$ cat src/rtl/laser_sched_pkg.sv
// ============================================================================
//  Module      : laser_sched_pkg
//  Description : Shared constants, state encoding and timer helper for the
//                laser fire scheduler.
//  Revision    : 1.0 - initial release
// ============================================================================
`default_nettype none

package laser_sched_pkg;

    localparam int NUM_LASER = 8;
    localparam int CHNL_W    = $clog2(NUM_LASER);

    // One-hot encoding shared with laser_control
    localparam logic [7:0] ST_IDLE      = 8'b0000_0001;
    localparam logic [7:0] ST_WAIT_TICK = 8'b0000_0010;
    localparam logic [7:0] ST_WAIT_RDY  = 8'b0000_0100;
    localparam logic [7:0] ST_FIRE      = 8'b0000_1000;
    localparam logic [7:0] ST_WAIT_DONE = 8'b0001_0000;
    localparam logic [7:0] ST_HOLDOFF   = 8'b0010_0000;

    typedef enum logic [7:0] {
        S_IDLE      = ST_IDLE,
        S_WAIT_TICK = ST_WAIT_TICK,
        S_WAIT_RDY  = ST_WAIT_RDY,
        S_FIRE      = ST_FIRE,
        S_WAIT_DONE = ST_WAIT_DONE,
        S_HOLDOFF   = ST_HOLDOFF
    } state_t;

    // True on the last cycle of a lim-cycle window; widened so lim=0 cannot wrap
    function automatic logic tmr_hit(input logic [15:0] cnt, input logic [15:0] lim);
        return ({1'b0, cnt} + 17'd1) >= {1'b0, lim};
    endfunction

endpackage

`default_nettype wire

$ cat src/rtl/laser_fire_sched_if.sv
// ============================================================================
//  Module      : laser_fire_sched_if
//  Description : Encoder/TDC side inputs and laser_control side outputs of
//                the laser fire scheduler.
//  Revision    : 1.0 - initial release
// ============================================================================
`default_nettype none

interface laser_fire_sched_if;

    logic        i_scan_en;
    logic        i_angle_tick;
    logic [7:0]  i_chnl_mask;
    logic        i_fixed_mode;
    logic [2:0]  i_fixed_chnl;
    logic        i_tdc_ready;
    logic        i_tdc_done;
    logic        o_angle_sync;
    logic        o_laser_switch;
    logic [7:0]  o_laser_setnum;
    logic        o_busy;
    logic        o_timeout;
    logic [15:0] o_fire_cnt;
    logic [15:0] o_miss_cnt;

    modport master (
        output i_scan_en, i_angle_tick, i_chnl_mask, i_fixed_mode, i_fixed_chnl,
               i_tdc_ready, i_tdc_done,
        input  o_angle_sync, o_laser_switch, o_laser_setnum, o_busy, o_timeout,
               o_fire_cnt, o_miss_cnt
    );

    modport slave (
        input  i_scan_en, i_angle_tick, i_chnl_mask, i_fixed_mode, i_fixed_chnl,
               i_tdc_ready, i_tdc_done,
        output o_angle_sync, o_laser_switch, o_laser_setnum, o_busy, o_timeout,
               o_fire_cnt, o_miss_cnt
    );

endinterface

`default_nettype wire

$ cat src/rtl/rr_chnl_pick.sv
// ============================================================================
//  Module      : rr_chnl_pick
//  Description : Combinational round-robin channel picker: first set mask bit
//                strictly after i_last, searching upward modulo NUM_LASER.
//  Revision    : 1.0 - initial release
// ============================================================================
`default_nettype none

module rr_chnl_pick
    import laser_sched_pkg::*;
(
    input  wire logic [NUM_LASER-1:0] i_mask,
    input  wire logic [CHNL_W-1:0]    i_last,
    output logic      [CHNL_W-1:0]    o_next,
    output logic                      o_valid
);

    logic [CHNL_W-1:0] w_idx;
    logic              w_found;

    // Offset NUM_LASER wraps onto i_last itself, so a lone set bit repeats
    always_comb begin
        o_next  = i_last;
        o_valid = |i_mask;
        w_found = 1'b0;
        w_idx   = '0;
        for (int i = 1; i <= NUM_LASER; i++) begin
            w_idx = i_last + CHNL_W'(i);
            if (!w_found && i_mask[w_idx]) begin
                o_next  = w_idx;
                w_found = 1'b1;
            end
        end
    end

endmodule

`default_nettype wire

$ cat src/rtl/laser_fire_sched.sv
// ============================================================================
//  Module      : laser_fire_sched
//  Description : Turns encoder angle ticks into gated single-cycle fire
//                requests for laser_control. Optional SCHED_STATS_EN adds
//                fire/miss counters.
//  Revision    : 1.0 - initial release
// ============================================================================
`default_nettype none

module laser_fire_sched
    import laser_sched_pkg::*;
#(
    parameter logic [15:0] TIMEOUT_CYC  = 16'd2000,
    parameter logic [7:0]  MIN_GAP_CYC  = 8'd20,
    parameter logic [15:0] RDY_WAIT_CYC = 16'd500
) (
    input  wire logic         i_clk_100m,
    input  wire logic         i_rst_n,
    laser_fire_sched_if.slave bus
);

    state_t            state_q, state_d;
    logic [15:0]       tmr_q, tmr_d;
    logic [7:0]        setnum_q, setnum_d;
    logic [CHNL_W-1:0] last_q, last_d;
    logic              timeout_q, timeout_d;
    logic              switch_q;

    logic [CHNL_W-1:0] w_rr_next;
    logic              w_rr_valid;
    logic              w_sched_ok;
    logic              w_rdy_expired;
    logic              w_fire_evt;
    logic              w_miss_evt;

    rr_chnl_pick u_rr_chnl_pick (
        .i_mask  (bus.i_chnl_mask),
        .i_last  (last_q),
        .o_next  (w_rr_next),
        .o_valid (w_rr_valid)
    );

    assign w_sched_ok = bus.i_scan_en & (bus.i_fixed_mode | w_rr_valid);

    always_comb begin
        state_d       = state_q;
        setnum_d      = setnum_q;
        last_d        = last_q;
        timeout_d     = 1'b0;
        w_rdy_expired = 1'b0;
        case (state_q)
            S_IDLE: begin
                if (w_sched_ok) state_d = S_WAIT_TICK;
            end
            S_WAIT_TICK: begin
                if (!w_sched_ok) begin
                    state_d = S_IDLE;
                end else if (bus.i_angle_tick) begin
                    state_d = S_WAIT_RDY;
                    if (bus.i_fixed_mode) begin
                        setnum_d = 8'(bus.i_fixed_chnl);
                    end else begin
                        setnum_d = 8'(w_rr_next);
                        last_d   = w_rr_next;
                    end
                end
            end
            S_WAIT_RDY: begin
                if (bus.i_tdc_ready) begin
                    state_d = S_FIRE;
                end else if (tmr_hit(tmr_q, RDY_WAIT_CYC)) begin
                    state_d       = S_WAIT_TICK;
                    timeout_d     = 1'b1;
                    w_rdy_expired = 1'b1;
                end
            end
            S_FIRE: begin
                state_d = S_WAIT_DONE;
            end
            S_WAIT_DONE: begin
                if (bus.i_tdc_done) begin
                    state_d = S_HOLDOFF;
                end else if (tmr_hit(tmr_q, TIMEOUT_CYC)) begin
                    state_d   = S_HOLDOFF;
                    timeout_d = 1'b1;
                end
            end
            S_HOLDOFF: begin
                if (tmr_hit(tmr_q, 16'(MIN_GAP_CYC)))
                    state_d = bus.i_scan_en ? S_WAIT_TICK : S_IDLE;
            end
            default: state_d = S_IDLE;
        endcase

        // Done timeout is measured from the fire cycle, so FIRE->WAIT_DONE keeps counting
        tmr_d = ((state_d != state_q) && (state_d != S_WAIT_DONE)) ? 16'd0 : tmr_q + 16'd1;

        w_fire_evt = (state_q == S_FIRE);
        w_miss_evt = (bus.i_angle_tick && (state_q != S_WAIT_TICK)) || w_rdy_expired;
    end

    always_ff @(posedge i_clk_100m) begin
        if (!i_rst_n) begin
            state_q   <= S_IDLE;
            tmr_q     <= 16'd0;
            setnum_q  <= 8'd0;
            last_q    <= CHNL_W'(NUM_LASER - 1);
            timeout_q <= 1'b0;
            switch_q  <= 1'b0;
        end else begin
            state_q   <= state_d;
            tmr_q     <= tmr_d;
            setnum_q  <= setnum_d;
            last_q    <= last_d;
            timeout_q <= timeout_d;
            switch_q  <= 1'b1;
        end
    end

    assign bus.o_angle_sync   = (state_q == S_FIRE);
    assign bus.o_laser_switch = switch_q;
    assign bus.o_laser_setnum = setnum_q;
    assign bus.o_busy         = (state_q != S_IDLE) && (state_q != S_WAIT_TICK);
    assign bus.o_timeout      = timeout_q;

`ifdef SCHED_STATS_EN
    logic [15:0] fire_cnt_q, fire_cnt_d;
    logic [15:0] miss_cnt_q, miss_cnt_d;

    // Fire count wraps, miss count saturates
    always_comb begin
        fire_cnt_d = fire_cnt_q + {15'd0, w_fire_evt};
        miss_cnt_d = miss_cnt_q;
        if (w_miss_evt && (miss_cnt_q != 16'hFFFF))
            miss_cnt_d = miss_cnt_q + 16'd1;
    end

    always_ff @(posedge i_clk_100m) begin
        if (!i_rst_n) begin
            fire_cnt_q <= 16'd0;
            miss_cnt_q <= 16'd0;
        end else begin
            fire_cnt_q <= fire_cnt_d;
            miss_cnt_q <= miss_cnt_d;
        end
    end

    assign bus.o_fire_cnt = fire_cnt_q;
    assign bus.o_miss_cnt = miss_cnt_q;
`else
    logic unused_stats_evt;
    assign unused_stats_evt = w_fire_evt | w_miss_evt;

    assign bus.o_fire_cnt = 16'd0;
    assign bus.o_miss_cnt = 16'd0;
`endif

endmodule

`default_nettype wire

$ cat src/flat_wrapper.sv
// flat-port wrapper written by rule: the top's interface ports become plain ports
module laser_fire_sched_flat import laser_sched_pkg::*;
#(
    parameter logic [15:0] TIMEOUT_CYC  = 16'd2000,
    parameter logic [7:0]  MIN_GAP_CYC  = 8'd20,
    parameter logic [15:0] RDY_WAIT_CYC = 16'd500
)
  (i_clk_100m, i_rst_n, bus_i_scan_en, bus_i_angle_tick, bus_i_chnl_mask, bus_i_fixed_mode, bus_i_fixed_chnl, bus_i_tdc_ready, bus_i_tdc_done, bus_o_angle_sync, bus_o_laser_switch, bus_o_laser_setnum, bus_o_busy, bus_o_timeout, bus_o_fire_cnt, bus_o_miss_cnt);
  laser_fire_sched_if bus_i ();
  input  wire logic i_clk_100m;
  input  wire logic i_rst_n;
  input wire logic [$bits(bus_i.i_scan_en)-1:0] bus_i_scan_en;
  input wire logic [$bits(bus_i.i_angle_tick)-1:0] bus_i_angle_tick;
  input wire logic [$bits(bus_i.i_chnl_mask)-1:0] bus_i_chnl_mask;
  input wire logic [$bits(bus_i.i_fixed_mode)-1:0] bus_i_fixed_mode;
  input wire logic [$bits(bus_i.i_fixed_chnl)-1:0] bus_i_fixed_chnl;
  input wire logic [$bits(bus_i.i_tdc_ready)-1:0] bus_i_tdc_ready;
  input wire logic [$bits(bus_i.i_tdc_done)-1:0] bus_i_tdc_done;
  output wire logic [$bits(bus_i.o_angle_sync)-1:0] bus_o_angle_sync;
  output wire logic [$bits(bus_i.o_laser_switch)-1:0] bus_o_laser_switch;
  output wire logic [$bits(bus_i.o_laser_setnum)-1:0] bus_o_laser_setnum;
  output wire logic [$bits(bus_i.o_busy)-1:0] bus_o_busy;
  output wire logic [$bits(bus_i.o_timeout)-1:0] bus_o_timeout;
  output wire logic [$bits(bus_i.o_fire_cnt)-1:0] bus_o_fire_cnt;
  output wire logic [$bits(bus_i.o_miss_cnt)-1:0] bus_o_miss_cnt;
  assign bus_i.i_scan_en = bus_i_scan_en;
  assign bus_i.i_angle_tick = bus_i_angle_tick;
  assign bus_i.i_chnl_mask = bus_i_chnl_mask;
  assign bus_i.i_fixed_mode = bus_i_fixed_mode;
  assign bus_i.i_fixed_chnl = bus_i_fixed_chnl;
  assign bus_i.i_tdc_ready = bus_i_tdc_ready;
  assign bus_i.i_tdc_done = bus_i_tdc_done;
  assign bus_o_angle_sync = bus_i.o_angle_sync;
  assign bus_o_laser_switch = bus_i.o_laser_switch;
  assign bus_o_laser_setnum = bus_i.o_laser_setnum;
  assign bus_o_busy = bus_i.o_busy;
  assign bus_o_timeout = bus_i.o_timeout;
  assign bus_o_fire_cnt = bus_i.o_fire_cnt;
  assign bus_o_miss_cnt = bus_i.o_miss_cnt;
  laser_fire_sched #(.TIMEOUT_CYC(TIMEOUT_CYC), .MIN_GAP_CYC(MIN_GAP_CYC), .RDY_WAIT_CYC(RDY_WAIT_CYC)) u_core (.i_clk_100m(i_clk_100m), .i_rst_n(i_rst_n), .bus(bus_i));
endmodule
$ cat config.mk
export PLATFORM = sky130hd
export DESIGN_NAME = laser_fire_sched_flat
export DESIGN_NICKNAME = d
export VERILOG_FILES = /design/src/rtl/laser_sched_pkg.sv /design/src/rtl/laser_fire_sched_if.sv /design/src/rtl/rr_chnl_pick.sv /design/src/rtl/laser_fire_sched.sv /design/src/flat_wrapper.sv
export SDC_FILE = /design/constraint.sdc
export NUM_CORES = 1
export LEC_CHECK = 0
export ABC_CLOCK_PERIOD_IN_PS = 2900
export BUFFER_PORTS_ARGS = -buffer_cell sky130_fd_sc_hd__buf_4
export CAP_MARGIN = 0
export CORE_AREA = 10 10 90 92
export DETAILED_ROUTE_END_ITERATION = 10
export DIE_AREA = 0 0 100 102
export PLACE_DENSITY = 0.81
export SYNTH_ARGS = -nofsm -noshare
export SYNTH_HDL_FRONTEND = slang
export SYNTH_SLANG_ARGS = --single-unit
$ cat constraint.sdc
create_clock -name i_clk_100m -period 2.9 [get_ports i_clk_100m]
set_input_delay 0.58 -clock i_clk_100m [delete_from_list [all_inputs] [get_ports i_clk_100m]]
set_output_delay 0.58 -clock i_clk_100m [all_outputs]
set_load 0.05 [all_outputs]
==> metrics.yaml <==
outcome:
  status: "complete, no violations"
sta:
  max_freq_mhz: 369
  hold_viol_final: 0
  period_needed_ns: 2.71
  worst_pin_slew_ns: 0.559
  post-route-period-util_pct: 93.5
  drv_slew: 0
  finalSetupViolCount: 0
  slew_headroom_pct: 62.4
  finalClockSkew_ns: 0.00431
  rsz0062_at_grt: "false"
  tns_ns: 0
layout:
  instances_no_fill: 474
  layout-drive-gt1-share_pct: 20.7
  area_delta_synth_final_pct: 8.74
  diodes: 0
  layout_commonest_cell: "conb_1"
  fill_cells: 591
  multi_input_comb_area_um2: 2170
  design_area_um2: 3350
  regArea_um2: 641
  nNetsFinal: 418
  final_cell_mix: "39 x conb_1, 38 x buf_4, 37 x nor2_1"
placed_design:
  dp_cells: 466
  place_hpwl_mm: 5.80
  place_congestion: 0.959
  placed_area_um2: 3250
  io_buffers: 24
clocking:
  cts_max_level: 2
  numClockSinks: 32
  postCtsHoldBufs: 0
  cts_root_buffer: "clkbuf_8"
  clkLatencyLatePin_ns: 0.28
  numCtsBuffers: 5
  post_cts_buffers: 0
  path_clk_slew_ns: 0.06
  cts_tree: "built"
  cts_max_path_buffers: 2
logic_synthesis:
  yosysTopAreaCellShare_pct: 20.8
  ys_types: 63
  synth_area_um2: 3080
  avgSynthCellArea_um2: 8.38
  synth_async_sr_flop_share_pct: 0
  ys_seq_area_share_pct: 20.8
  yosys.area.top_type: "dfxtp_1"
  yosys_warnings: 0
  synth_top_flop_cell: "dfxtp_1"
  synth_edf_count: 0
  yosys_register_bits: 32
  synth.area.top_cells: "dfxtp_1 21%, buf_4 9.3%, mux4_2 8.8%, mux2i_1 5.2%, mux2_2 5.1%"
  synthCells: 367
drt:
  routed-wl-met2_mm: 3.64
  drc: 0
  wl_met1_mm: 2.94
  ant_nets: 0
  wl_per_cell_um: 15.3
  vias: 2739
  wirelength_mm: 7.27
  drtPass1Iterations: 4
  avgViaCountPerCell: 5.78
  wl_met3_um: 560
  drt_iter0_markers: 152
  routed.top_layer: "met4"
power_and_ir_drop:
  p_leak_nw: 1.30
  power.density_nw_per_um2: 309
  max-vdd-ir-drop_v: 0.000242
global_routing:
  overflow: 0
  grt_pass1_wl_mm: 12.4
  antenna_found_initial: 0
  grt_pass1_vias: 2687
  grt_max_degree: 19
  grt_usage_pct: 14.3
floorplanning:
  core-area_um2: 6280
  initial_utilization_pct: 49.0
  rows: 29
  ioPinCount: 62
  dieArea_um2: 10200
  die_w_um: 100
  die_h_um: 102
setup_path:
  worstPathMaxFanout: 15
  critPathRequiredTime_ns: 3.07
  cp-end-kind: "flop"
  crit_path_start_kind: "flop"
  critPathKind: "reg2reg"
  arrival_ns: 2.88
min_path:
  hp-class: "in2reg"
job:
  maxCapViolations: 0
## synthesized netlist by cell type, drive strengths merged, types with 2 or more instances
cell type   n
nand3      16
nand2b      3
or3         6
nor3        5
nand3b      5
nor3b       2
xor2        2
o311a       2
o31ai       4
nand4b      3
a21oi       9
mux2       14
o21ai       9
o21a        2
mux2i      16
ha          4
buf        47
a311oi      2
mux4       12
nand4       8
nor2       37
a31o        2
nor4       10
o211ai      6
clkbuf      8
nand2      24
a21boi      2
and2        4
a31oi       7
nor2b       8
and3        3
a2bb2oi     2
dfxtp      32
xnor2      16
inv        12
or4         2
and4        4
## final timing paths
| check | start | to | slack, ns | depth (start not counted) |
|---|---|---|---|---|
| setup reg to reg | u_core.last_q[0] | u_core.last_q[1] | 0.19 | 9 |
| setup / recovery | u_core.last_q[0] | u_core.last_q[1] | 0.19 | 9 |
| hold / removal | i_rst_n | u_core.bus.o_laser_switch | 0.52 | 1 |
| hold reg to reg | u_core.tmr_q[15] | u_core.tmr_q[15] | 0.55 | 2 |
## cells by family (layout without fill, tap and decap cells)
| kind of cell | count (synthesis) | count (layout) | share of synthesized area (%) |
|---|---|---|---|
| buf+inv | 67 | 59 | 13.6 |
| mux | 42 | 42 | 19.1 |
| compound gates | 62 | 62 | 14.8 |
| other cells | 1 | 39 | 0.122 |
| flops | 32 | 32 | 20.8 |
| simple gates | 141 | 141 | 24.8 |
| fa+ha+maj | 4 | 4 | 1.63 |
| xor+xnor | 18 | 18 | 5.12 |
## what timing repair did
| action | CTS | global route |
|---|---|---|
| endpoints found under the setup margin | 0 | 19 |
| gates resized for setup | 0 | 2 |
| hold endpoints to repair | 0 | 0 |
## layer usage
layer / global-route usage, % / up-vias
li1: - / 1342
met1: 17.1 / 1284
met2: 24.3 / 105
met3: 3.24 / 8
met4: 5.33 / 0
met5: 0 / -
## worst max-delay path, cell delays in order (launching register included)
cell,delay (ns)
dfxtp_1,0.35
inv_2,0.05
ha_1,0.31
buf_12,0.16
mux2_2,0.39
mux4_2,0.51
a41oi_1,0.19
a2bb2oi_1,0.27
nor2_1,0.07
o41a_1,0.30
## flip-flops by register name (all words and copies together), names as in the netlist
signal	flops
u_core.tmr_q	16
u_core.state_q	8
u_core.bus.o_laser_setnum	3
u_core.last_q	3
u_core.bus.o_laser_switch	1
u_core.bus.o_timeout	1
## metrics by stage
stage / util [%] / hold WS (ns) / setup slack (ns) / total power, mW
finish: 53.3 / 0.519 / 0.188 / 1.03
detailed placement: 51.7 / 0.539 / 0.195 / 0.688
CTS: 53.2 / 0.511 / 0.168 / 1.04
floorplan: - / 0.490 / 0.0182 / 0.678
global placement: 51.7 / 0.538 / 0.226 / 0.684
global route: 53.3 / 0.524 / 0.0105 / 1.08
## area by class of cell
type	count	share of cell area, %
Multi-Input combinational cell	306	64.8
Sequential cell	32	19.1
Timing Repair Buffer	39	9.12
Tap cell	77	2.88
Clock buffer	8	2.69
Inverter	12	1.35
## power breakdown
group | internal [mW] | switching, mW
registers | 0.443 | 0.00169
clock network | 0.193 | 0.157
logic | 0.0610 | 0.177
Power figures use the tool's default switching activity.
